## config.mk

```make
export PLATFORM = sky130hd
export DESIGN_NAME = intersection_controller
export DESIGN_NICKNAME = d
export VERILOG_FILES = /design/src/rtl/intersection_controller.sv
export SDC_FILE = /design/constraint.sdc
export NUM_CORES = 1
export LEC_CHECK = 0
export BUFFER_PORTS_ARGS = -buffer_cell sky130_fd_sc_hd__buf_4
export CAP_MARGIN = 20
export CORE_AREA = 2 2 39 41
export DETAILED_ROUTE_END_ITERATION = 7
export DIE_AREA = 0 0 41 43
export MAX_ROUTING_LAYER = met4
export PLACE_DENSITY_LB_ADDON = 0.3
export SLEW_MARGIN = 20
export SYNTH_ARGS = -nofsm -noshare
export SYNTH_HDL_FRONTEND = slang
export SYNTH_SLANG_ARGS = --single-unit
```

## constraint.sdc

```tcl
create_clock -name clk -period 2.8 [get_ports clk]
set_input_delay 0.7 -clock clk [delete_from_list [all_inputs] [get_ports clk]]
set_output_delay 0.7 -clock clk [all_outputs]
set_load 0.05 [all_outputs]
```

## src/rtl/intersection_controller.sv

```systemverilog
// rtl/intersection_controller.sv - two-approach intersection sequencer, main street rests on green.
// Optional pedestrian path enabled by defining INTERSECTION_PED_EN.
module intersection_controller #(
  parameter int GREEN_CYCLES  = 8,
  parameter int YELLOW_CYCLES = 2,
  parameter int ALLRED_CYCLES = 1,
  parameter int CNT_W         = 8
) (
  input  logic       clk,
  input  logic       reset,
  input  logic       car_side,
  input  logic       ped_req,
  output logic [2:0] main_lights,
  output logic [2:0] side_lights,
  output logic       walk,
  output logic [2:0] phase
);

  typedef enum logic [2:0] {
    MAIN_G = 3'd0,
    MAIN_Y = 3'd1,
    ALL_R1 = 3'd2,
    SIDE_G = 3'd3,
    SIDE_Y = 3'd4,
    ALL_R2 = 3'd5
  } state_t;

  localparam logic [2:0] LAMP_R = 3'b100;
  localparam logic [2:0] LAMP_Y = 3'b010;
  localparam logic [2:0] LAMP_G = 3'b001;

  localparam logic [CNT_W-1:0] GREEN_LD  = CNT_W'(GREEN_CYCLES - 1);
  localparam logic [CNT_W-1:0] YELLOW_LD = CNT_W'(YELLOW_CYCLES - 1);
  localparam logic [CNT_W-1:0] ALLRED_LD = CNT_W'(ALLRED_CYCLES - 1);

  state_t           state_q, state_d;
  logic [CNT_W-1:0] timer_q, timer_d;
  logic             side_pend_q, side_pend_d;
  logic             expired, demand, enter_side;

  function automatic logic [CNT_W-1:0] load_val(input state_t s);
    case (s)
      MAIN_Y, SIDE_Y: load_val = YELLOW_LD;
      ALL_R1, ALL_R2: load_val = ALLRED_LD;
      default:        load_val = GREEN_LD;
    endcase
  endfunction

`ifdef INTERSECTION_PED_EN
  logic ped_pend_q, ped_pend_d, ped_served_q, ped_served_d;
  assign demand = side_pend_q | ped_pend_q | car_side | ped_req;
`else
  logic unused_ped;
  assign unused_ped = ped_req;
  assign demand     = side_pend_q | car_side;
`endif

  assign expired    = (timer_q == '0);
  assign enter_side = (state_d == SIDE_G) && (state_q != SIDE_G);

  always_comb begin
    state_d     = state_q;
    main_lights = LAMP_R;
    side_lights = LAMP_R;
    case (state_q)
      MAIN_G: begin
        main_lights = LAMP_G;
        if (expired && demand) state_d = MAIN_Y;
      end
      MAIN_Y: begin
        main_lights = LAMP_Y;
        if (expired) state_d = ALL_R1;
      end
      ALL_R1: if (expired) state_d = SIDE_G;
      SIDE_G: begin
        side_lights = LAMP_G;
        if (expired) state_d = SIDE_Y;
      end
      SIDE_Y: begin
        side_lights = LAMP_Y;
        if (expired) state_d = ALL_R2;
      end
      ALL_R2: if (expired) state_d = MAIN_G;
      // Unreachable codes fall back to all-red and recover through MAIN_G.
      default: state_d = MAIN_G;
    endcase
  end

  always_comb begin
    if (state_d != state_q) timer_d = load_val(state_d);
    else if (expired)       timer_d = '0;
    else                    timer_d = timer_q - 1'b1;
  end

  // Requests latch outside SIDE_G; entry to SIDE_G counts them all as served.
  always_comb begin
    side_pend_d = side_pend_q;
    if (enter_side)             side_pend_d = 1'b0;
    else if (state_q != SIDE_G) side_pend_d = side_pend_q | car_side;
  end

`ifdef INTERSECTION_PED_EN
  always_comb begin
    ped_pend_d   = ped_pend_q;
    ped_served_d = ped_served_q;
    if (enter_side) begin
      ped_pend_d   = 1'b0;
      ped_served_d = ped_pend_q | ped_req;
    end else if (state_q != SIDE_G) begin
      ped_pend_d = ped_pend_q | ped_req;
    end
  end

  always_ff @(posedge clk) begin
    if (reset) begin
      ped_pend_q   <= 1'b0;
      ped_served_q <= 1'b0;
    end else begin
      ped_pend_q   <= ped_pend_d;
      ped_served_q <= ped_served_d;
    end
  end

  assign walk = (state_q == SIDE_G) && ped_served_q;
`else
  assign walk = 1'b0;
`endif

  always_ff @(posedge clk) begin
    if (reset) begin
      state_q     <= MAIN_G;
      timer_q     <= GREEN_LD;
      side_pend_q <= 1'b0;
    end else begin
      state_q     <= state_d;
      timer_q     <= timer_d;
      side_pend_q <= side_pend_d;
    end
  end

  assign phase = state_q;

endmodule

```

==> results.yml <==
clock_network:
  htreeDepth: 1
  cts_setup_buffers: 0
  tritoncts: "built"
  hold_buffers: 0
  max-clock-path-buffers: 2
  cts_resized: 0
  clk_pin_slew_ps: 70
  numClockSinks: 12
  cts_buffers: 3
  clock-root-buffer: "clkbuf_4"
  clock_latency_ps: 280
finish:
  drive_above_1_share_pct: 20.2
  final_util_pct: 56.4
  antenna_cells: 0
  nets: 97
  syn_to_final_growth_pct: 16.9
setup_path:
  crit_path_start: "phase[2]"
  critPathMaxFanout: 10
  worstSetupPathType: "flip-flop to output pin"
  worstReg2RegStart: "timer_q[5]"
  cp.required_ps: 2100
  cp-start-kind: "flip-flop"
  critPathCaptureType: "output pin"
  arrival_ps: 1510
global_route:
  grt_pass1_vias: 521
  grt_remaining_overflow: 0
  grt_pass1_wl_um: 2330
  grtUsageTotal_pct: 20.0
  use_met2_pct: 27.5
  grt_max_degree: 12
  global_route.usage.met1_pct: 27.5
  top_usage_layer: "met1"
  antenna_found_initial: 0
  grt_use_met3_pct: 3.14
placed_design:
  io_buffers: 11
  hpwl_um: 1030
  place_ws_ps: 887
  place_congestion: 0.831
timing:
  max-slew-margin-rel_pct: 41.8
  rsz0062_at_grt: "false"
  setup_violations: 0
  timing.final.crit_period_ps: 2210
  timing.final.ws_setup_ps: 588
  tns_ps: 0
  post-route-period-util_pct: 79.0
  fmax_mhz: 452
  slew_viol_final: 0
  finClkSkew_ps: 5.71
  tightestPinTransition_ps: 866
  hold_viol: 0
logic_synthesis:
  synth_area_um2: 668
  ys_top_cells_by_area: "dfxtp_1 36%, a21oi_1 6.0%, or4_1 5.6%"
  synth.avg_cell_area_um2: 8.35
  synth_top_area_share_pct: 36.0
  ys_seq_area_share_pct: 36.0
  synthCells: 80
  yosysUniqueCellTypes: 32
  synth_commonest_cells: "12 x dfxtp_1, 8 x a21oi_1, 7 x nor2_1"
  synth_area_leader_cell: "dfxtp_1"
  synth_nets: 86
  ys_seq_elements: 12
  synth-async-reset-ratio_pct: 0
  synth_edf_count: 0
  synth_most_common_cell: "dfxtp_1"
  ys.flop_type: "dfxtp_1"
  ys.warnings.count: 0
route:
  vias: 634
  finalWirelength_um: 1410
  viasPerCell: 6.04
  drc: 0
  wl_per_cell_um: 13.4
  drtIter0Drc: 15
  detail_route.first_pass.iterations: 4
  ant_nets: 0
floorplan:
  rows: 14
  pin_count: 14
  die_width_um: 41
  initial_core_util_pct: 48.3
  fp.dieH_um: 43
  die_area_um2: 1760
  core_um2: 1380
pwr:
  cellLeakagePower_nw: 0.316
  power_per_cell_area_nw_per_um2: 410
  peakVddDrop_mv: 0.242
min_path:
  min-delay-start: "timer_q[6]"
  hp-class: "flip-flop to flip-flop"
outcome:
  status: "finished clean"
flow_run:
  cap_violations: 0
area by class of cell:
type | instances | area (um^2)
repair buffers | 11 | 82.6
inverters | 6 | 22.5
flip-flops and latches | 12 | 240
multi-input cells | 57 | 393
fillers | 130 | 603
clock buffers | 3 | 22.5
well taps | 16 | 20.0
cell usage in the layout (no fill, tap or decap), drive strengths merged, types with 2 or more instances in the layout:
cell	count
a31oi	2
o221ai	4
buf	11
nor3	2
a21oi	8
o21ai	2
or4	5
or3	2
nor2	7
dfxtp	12
clkbuf	3
ha	2
a2111oi	2
or3b	2
o31ai	2
xor2	3
inv	6
worst paths after layout:
| check | to | slack, ps | cells after the start |
|---|---|---|---|
| setup / recovery | side_lights[2] | 590 | 4 |
| hold / removal | timer_q[6] | 500 | 2 |
| setup reg to reg | timer_q[0] | 1020 | 3 |
| hold reg to reg | timer_q[6] | 500 | 2 |
worst max-delay path, cell delays in order, from the launching register on:
cell     delay [ps]
dfxtp_1         500
inv_1           240
nor3_4          250
nor2_1           60
buf_4           190
registers in the layout, summed over array words and instances (netlist names):
signal / cells
phase: 3
side_pend_q: 1
timer_q: 8
through the flow:
step	cells	power, mW	hold slack (ps)	instance area (um^2)
after floorplan	80	0.208	460	679
after global placement	102	0.214	475	758
after detailed placement	102	0.217	489	758
after CTS	105	0.322	501	781
after global routing	105	0.332	532	781
final	105	0.320	499	781
power breakdown:
group / switching (mW) / leakage (nW) / total [mW] / internal (mW)
combinational: 0.0184 / 0.204 / 0.0314 / 0.0130
clock: 0.0578 / 0.0138 / 0.108 / 0.0500
sequential: 0.00475 / 0.0977 / 0.181 / 0.176
total: 0.0810 / 0.316 / 0.320 / 0.239
kinds of logic after synthesis:
logic type / Yosys count / synth area share, %
simple gates: 27 / 24.7
compound gates: 24 / 24.2
flops: 12 / 36.0
buf+inv: 11 / 6.93
xor+xnor: 3 / 3.93
fa+ha+maj: 2 / 3.74
other cells: 1 / 0.561
metal layers:
layer  vias to the layer above  share of wire [%]
li1                        318                  -
met5                         -                  0
met3                         5                4.4
met2                        14                 47
met4                         0                2.3
met1                       297                 47
Note: power is estimated with default switching activity, not from simulation.
